==> src/rtl/pc_gen.sv <==
// Fetch-PC generator: holds the virtual fetch PC, applies flush and branch redirects,
// buffers a branch that arrives during a fetch stall, and raises fetch exceptions.
module pc_gen #(
   parameter int          ADDR_W       = 32,
   parameter logic [31:0] RESET_VECTOR = 32'hBFC00000,
   parameter int          FETCH_BYTES  = 4,
   parameter int          STALL_W      = 6
) (
   input  logic               clk,
   input  logic               rst,
   input  logic [STALL_W-1:0] stall,
   input  logic               flush,
   input  logic [ADDR_W-1:0]  new_pc,
   input  logic               branch_flag_i,
   input  logic [ADDR_W-1:0]  branch_target_addr_i,
   input  logic               tlb_hit,
   input  logic [ADDR_W-1:0]  physical_pc,
   output logic [ADDR_W-1:0]  virtual_pc,
   output logic [ADDR_W-1:0]  pc,
   output logic               ce,
   output logic [31:0]        excepttype_o,
   output logic               redirect_pending_o
);

   localparam logic [ADDR_W-1:0] L_RESET_PC = ADDR_W'(RESET_VECTOR);
   localparam logic [ADDR_W-1:0] L_STRIDE   = ADDR_W'(FETCH_BYTES);
   localparam logic [31:0]       L_EXC_ADEL = 32'h0000_4000;
   localparam logic [31:0]       L_EXC_TLBL = 32'h0000_2000;

   typedef enum logic [1:0] {
      S_RESET   = 2'd0,
      S_RUN     = 2'd1,
      S_HOLD_BR = 2'd2
   } state_t;

   state_t            r_state;
   logic [ADDR_W-1:0] r_virtualPc;
   logic [ADDR_W-1:0] r_target;
   logic              r_ce;
   logic              r_pending;

   state_t            w_nextState;
   logic [ADDR_W-1:0] w_nextVirtualPc;
   logic [ADDR_W-1:0] w_nextTarget;
   logic              w_nextCe;
   logic              w_nextPending;
   logic [ADDR_W-1:0] w_seqPc;
   logic              w_fetchStall;

   // Only the fetch-stage stall bit matters here; the rest belong to later stages.
   logic              w_unusedStall;
   assign w_unusedStall = ^stall;

   assign w_fetchStall = stall[0];
   assign w_seqPc      = r_virtualPc + L_STRIDE;

   always_ff @(posedge clk) begin
      if (rst) begin
         r_state     <= S_RESET;
         r_virtualPc <= L_RESET_PC;
         r_target    <= '0;
         r_ce        <= 1'b0;
         r_pending   <= 1'b0;
      end else begin
         r_state     <= w_nextState;
         r_virtualPc <= w_nextVirtualPc;
         r_target    <= w_nextTarget;
         r_ce        <= w_nextCe;
         r_pending   <= w_nextPending;
      end
   end

   always_comb begin
      w_nextState     = r_state;
      w_nextVirtualPc = r_virtualPc;
      w_nextTarget    = r_target;
      w_nextCe        = r_ce;
      w_nextPending   = r_pending;
      case (r_state)
         S_RESET: begin
            w_nextState = S_RUN;
            w_nextCe    = 1'b1;
         end
         S_RUN: begin
            if (flush) begin
               w_nextVirtualPc = new_pc;
            end else if (!w_fetchStall) begin
               w_nextVirtualPc = branch_flag_i ? branch_target_addr_i : w_seqPc;
            end else if (branch_flag_i) begin
               w_nextTarget  = branch_target_addr_i;
               w_nextState   = S_HOLD_BR;
               w_nextPending = 1'b1;
            end
         end
         S_HOLD_BR: begin
            // A flush outranks the buffered branch, which is then discarded.
            if (flush) begin
               w_nextVirtualPc = new_pc;
               w_nextTarget    = '0;
               w_nextState     = S_RUN;
               w_nextPending   = 1'b0;
            end else if (!w_fetchStall) begin
               w_nextVirtualPc = r_target;
               w_nextState     = S_RUN;
               w_nextPending   = 1'b0;
            end else if (branch_flag_i) begin
               w_nextTarget = branch_target_addr_i;
            end
         end
         default: begin
            w_nextState     = S_RESET;
            w_nextVirtualPc = L_RESET_PC;
            w_nextTarget    = '0;
            w_nextCe        = 1'b0;
            w_nextPending   = 1'b0;
         end
      endcase
   end

   always_comb begin
      pc           = '0;
      excepttype_o = '0;
      if (r_ce) begin
         if (r_virtualPc[1:0] != 2'b00) begin
            excepttype_o = L_EXC_ADEL;
         end else if (!tlb_hit) begin
            excepttype_o = L_EXC_TLBL;
         end else begin
            pc = physical_pc;
         end
      end
   end

   assign virtual_pc         = r_virtualPc;
   assign ce                 = r_ce;
   assign redirect_pending_o = r_pending;

endmodule

==> config.mk <==
export PLATFORM = sky130hd
export DESIGN_NAME = pc_gen
export DESIGN_NICKNAME = d
export VERILOG_FILES = /design/src/rtl/pc_gen.sv
export SDC_FILE = /design/constraint.sdc
export NUM_CORES = 1
export LEC_CHECK = 0
export BUFFER_PORTS_ARGS = -buffer_cell sky130_fd_sc_hd__buf_2
export CAP_MARGIN = 20
export CORE_AREA = 2 2 107 109
export CTS_CLUSTER_SIZE = 16
export DETAILED_ROUTE_END_ITERATION = 8
export DIE_AREA = 0 0 109 111
export PLACE_DENSITY_LB_ADDON = 0.3
export REMOVE_ABC_BUFFERS = 1
export SYNTH_ARGS = -nofsm -noshare
export SYNTH_HDL_FRONTEND = slang
export SYNTH_SLANG_ARGS = --single-unit
==> constraint.sdc <==
create_clock -name clk -period 3.5 [get_ports clk]
set_clock_uncertainty 0.1 [all_clocks]
set_input_delay 0.525 -clock clk [delete_from_list [all_inputs] [get_ports clk]]
set_output_delay 0.525 -clock clk [all_outputs]
set_load 0.005 [all_outputs]
* After elaboration in Yosys (flattened, before gate mapping)
Cells that the tools add are included.
** Operators by class
- $add $sub $neg :: 1
- Eq/ne operators :: 7
- Multiplexer cells :: 30
- Bitwise gates (word level) :: 1
- Reductions and logical operators :: 7
** Operators by type and width (number)
- 32-bit 2-to-1 mux :: 12
- 32-bit case mux with 3 select lines :: 2
- 32-bit by 3-bit adder with 32-bit output, second input constant :: 1
- 15-bit 2-to-1 mux :: 2
- 14-bit 2-to-1 mux :: 1
- 2-bit 2-to-1 mux :: 5
- 2-bit != test, second input constant :: 3
- 3-bit != test, second input constant :: 2
- 2-bit case mux with 3 select lines :: 1
- 1-bit 2-to-1 mux :: 5
- 5-bit AND reduction :: 1
- 4-bit AND reduction :: 1
- 1-bit case mux with 3 select lines :: 1
- 3-bit AND reduction :: 1
- 2-bit by 1-bit equality test with 1-bit output, second input constant :: 1
- 2-bit equality test, second input constant :: 1
- 2-bit logical NOT :: 1
- 1-bit case mux with 2 select lines :: 1
- 2-bit AND reduction :: 1
- 2-bit nonzero test :: 1
- 2-bit OR reduction :: 1
- 1-bit NOT :: 1
** Storage, ports and cells
- Register bits after elaboration :: 68
- Input port bits :: 107

* Logic depth before layout (Yosys ltp)
- Word-level depth :: 5
- Mapped depth :: 9
- Depth with buffers taken out :: 7

* Least setup slack after synthesis
OpenSTA, ideal clock, no wires.
- Kind :: reg2reg
- Start :: register r_state[1]
- End :: register r_virtualPc[26] (netlist: virtual_pc[26])
- Setup time :: 0.116 ns
- Arrival time :: 2.001 ns
- Data required time :: 3.284 ns
- Setup slack :: 1.282 ns
- Cell stages (with the launch flop) :: 9
- Path buffers :: 1
- Period minus slack after synthesis :: 2.218 ns
- Cells stage by stage :: dfxtp_1 inv_1 ha_1 clkbuf_1 nand2b_1 a2111o_1 a221oi_1 a21oi_1 o211a_1
** On the way
- Word-level cells in the longest chain between the ends :: 3
** Ends and longest elaborated chain
- from (decl) :: line 36 : state_t r_state;
- from (signal assigned) :: line 65 : r_state <= w_nextState;
- 2-bit by 1-bit equality test with 1-bit output, or another cell as far along :: line 79 : case (r_state)
- 3-bit != test (no source line) or 1-bit NOT (tied branches)
- 3-bit AND reduction (no source line)
- to (signal assigned) :: line 66 : r_virtualPc <= w_nextVirtualPc;
- to (decl) :: line 37 : logic [ADDR_W-1:0] r_virtualPc;
Several ways; a longest one is shown, not always the timed one.
A chain may end at the register's enable or synchronous reset.

* Final worst setup path
- Start :: register r_state[1]
- End :: register r_virtualPc[6] (netlist: virtual_pc[6])
The elaborated chain is that of the path after synthesis.

==> impl_metrics.ini <==
[synthesis]
ys_seq_elements = 68
synth_edf_count = 0
synth-main-ff-cell = dfxtp_1
synth.area.top_cells = dfxtp_1 (28%), nand2_1 (8.1%), a21oi_1 (6.2%)
avgSynthCellArea_um2 = 7.370
synth_compound_area_frac = 0.2720
ys.warnings.count = 0
synth_mux_area_frac = 0.03662
synth_area_um2 = 4783
yosysSeqAreaShare = 0.2846
synthSimpleGateAreaFrac = 0.2791
syn_inst = 649
async_reset_ff_frac = 0
yosys.area.top_type_share = 0.2846
synth_fa_ha_area_frac = 0.01308
synth_top_cell_by_area = dfxtp_1
synth_top_family_by_area = simple AND/OR/NAND/NOR gates
synth_xor_xnor_area_share = 0.01831
ys_types = 68

[clock_tree]
cts.sinks = 68
postCtsHoldBufs = 0
cts_tree = done
path_clk_slew_ps = 50
cts_inserted_buffers = 9
clock_latency_ps = 340
htreeDepth = 3
post-cts-setup-buffer-count = 0
cts_resized = 0
ctsLongestPathBuffers = 2
root_buffer = clkbuf_16

[run_status]
outcome = finished clean

[route]
remaining_drc_errors = 0
drt_iter0_markers = 480
routed-via-count = 5540
wl_per_cell_um = 18.52
firstDrtPassIters = 5
drt_wl_total_um = 17570
detail-route-antenna-nets = 0
avgViaCountPerCell = 5.838

[worst_setup_path]
worstPathMaxFanout = 15
start_kind = flip-flop
crit_slowest_cell = nand4_1
arrival_ps = 3070
crit_path_end_kind = flip-flop
crit_chain = inv_1 > ha_1 > or2_2 > a21oi_1 > buf_4 > nand4_1 > a21oi_1 > a221o_1
slowest_delay_ps = 490
critical_path_class = reg -> reg
reg2reg_depth = 8
cp_common_cell = a21oi_1
cp.required_ps = 3690

[placed_design]
portBuffers = 169
gp_congestion = 0.9002
dp_hpwl_um = 12540
dpl.cell_count = 933

[cells_and_area]
drive_gt1_frac = 0.2696
layout.nets = 913
final_cells = 949
fin_util = 0.5404
area_growth_pct = 25.14
fillers = 1052

[global_routing]
antenna_found_initial = 1
grt_pass1_wl_um = 26600
grtUsageTotal = 0.2845
grt-ovfl-total = 0
grt_max_degree = 39
grt_pass1_vias = 5094

[floorplanning]
start_util = 0.4318
dieHeight_um = 111
fp.dieW_um = 109
core_um2 = 11080
dieArea_um2 = 12100
num_rows = 39
ios = 205

[pwr]
swShare = 0.3018
power_frac_clock = 0.401
ir_worst_vdd_mv = 0.2713
p_int_w = 0.001638
switchingPower_w = 0.0007082
power.density_nw_per_um2 = 392.0
total_leakage_power_nw = 2.538
pwr-share-seq = 0.361
combPwrFrac = 0.238

[timing]
fmax_ghz = 0.3476
finalCriticalPeriod_ps = 2877
tightest_slew_ps = 743.1
relSlewSlack = 0.5045
finalCritPeriodShare = 0.8221
slew_viol_final = 0
rsz0062_at_grt = no
setup_violations = 0
hold_viol = 0
setup_tns_ps = 0
hold_ws_ps = 328.7

[run]
drv_cap = 0

[hold_path]
holdPathStages = 3
hold_path.class = in -> reg
cells by family (layout without fill, tap and decap cells):
kind of cell | after synthesis | in the layout
simple gates | 260 | 260
buf+inv | 89 | 216
flops | 68 | 68
compound gates | 199 | 199
mux | 17 | 17
other cells | 1 | 31
xor+xnor | 10 | 10
fa+ha+maj | 5 | 5
per-layer routing:
| metal | share of wire | track usage | vias to the layer above | wire, um |
|---|---|---|---|---|
| met4 | 0.033 | 0.1376 | 0 | 576 |
| li1 | - | - | 2614 | - |
| met3 | 0.089 | 0.04233 | 40 | 1569 |
| met5 | 0 | 0 | - | 0 |
| met2 | 0.49 | 0.4907 | 326 | 8699 |
| met1 | 0.38 | 0.3391 | 2560 | 6728 |
Yosys cell counts (5+ instances only):
library cell  instances
xor2_1                6
inv_1                11
or3_1                 5
nor3_1                5
nor2b_1               5
and2_1               38
dfxtp_1              68
a22oi_1               6
a211oi_1             10
mux2i_1              13
o211ai_1              5
a2bb2oi_1             6
and4_1                8
nand4_1               8
nand2_1             103
and3_1                7
o21ai_0              42
clkbuf_1             36
nor2_1               36
ha_1                  5
buf_2                 8
a221o_1               6
nand2b_1              6
o221ai_1              9
o22ai_1               7
buf_4                30
nand3_1              16
a31oi_1              11
a21oi_1              59
critical path, delay by kind of cell, from the launching register on:
family | cells | cell delay (ps)
AND/OR/NAND/NOR | 2 | 860
AO/OA/AOI/OAI | 3 | 720
flip-flops | 1 | 410
buffers and inverters | 2 | 370
adder cells (fa/ha/maj) | 1 | 360
flip-flops by register name, indices dropped and copies added (netlist names):
name,flops
ce,1
r_state,2
r_target,32
redirect_pending_o,1
virtual_pc,32
area by class of cell:
class / instances / area [um2] / share of cell area
multi-input combinational: 521 / 3080 / 0.5146
tap: 143 / 178.9 / 0.02989
clock inverter: 1 / 30.03 / 0.005017
antenna: 1 / 2.502 / 0.0004181
clock buffer: 14 / 274.0 / 0.04578
sequential: 68 / 1361 / 0.2274
inverter: 14 / 52.55 / 0.008779
timing repair buffer: 187 / 1006 / 0.1681
cells in the final DEF, fill, tap and decap left out, types with 4 or more instances in the layout:
master	n
and4_1	8
a31oi_1	11
o22ai_1	7
nor2b_1	5
mux2i_1	13
a22oi_1	6
inv_1	11
xnor2_1	4
buf_2	169
nand3_1	16
o211ai_1	5
and2_1	38
nor2_1	35
conb_1	30
mux2_2	4
and3_1	7
nand2b_1	6
a2bb2oi_1	6
a211oi_1	10
a21oi_1	59
a221o_1	6
buf_4	16
nand4_1	8
ha_1	5
nand2_1	103
xor2_1	6
or3_1	5
o21ai_0	42
o221ai_1	9
dfxtp_1	68
clkbuf_16	9
nor3_1	5
a221oi_1	4
power groups by stage:
stage	Clock, W	Combinational, W	Sequential (W)
after floorplan	0	0.000278	0.000855
after global placement	0	0.000534	0.000861
after CTS	0.000947	0.000549	0.000846
after detailed placement	0	0.000546	0.000863
final	0.000941	0.000557	0.000848
after global routing	0.000979	0.000603	0.000851
worst paths after layout:
check	start	end	slack [ps]
setup / recovery	r_state[1]	virtual_pc[6]	620
hold / removal	branch_target_addr_i[5]	r_target[5]	330
setup reg to reg	r_state[1]	virtual_pc[6]	620
hold reg to reg	r_target[12]	r_target[12]	350
stage by stage:
| step | worst slack, ps | power, W | instance area (um2) |
|---|---|---|---|
| 2_1_floorplan | 549.7 | 0.001134 | 4488 |
| 3_3_place_gp | 760.6 | 0.001395 | 5679 |
| 3_5_place_dp | 666.5 | 0.001409 | 5679 |
| 4_1_cts | 722.8 | 0.002342 | 5983 |
| 5_1_grt | 557.0 | 0.002433 | 5986 |
| 6_report | 622.8 | 0.002346 | 5986 |
No activity file was read; power rests on OpenSTA's default activity.
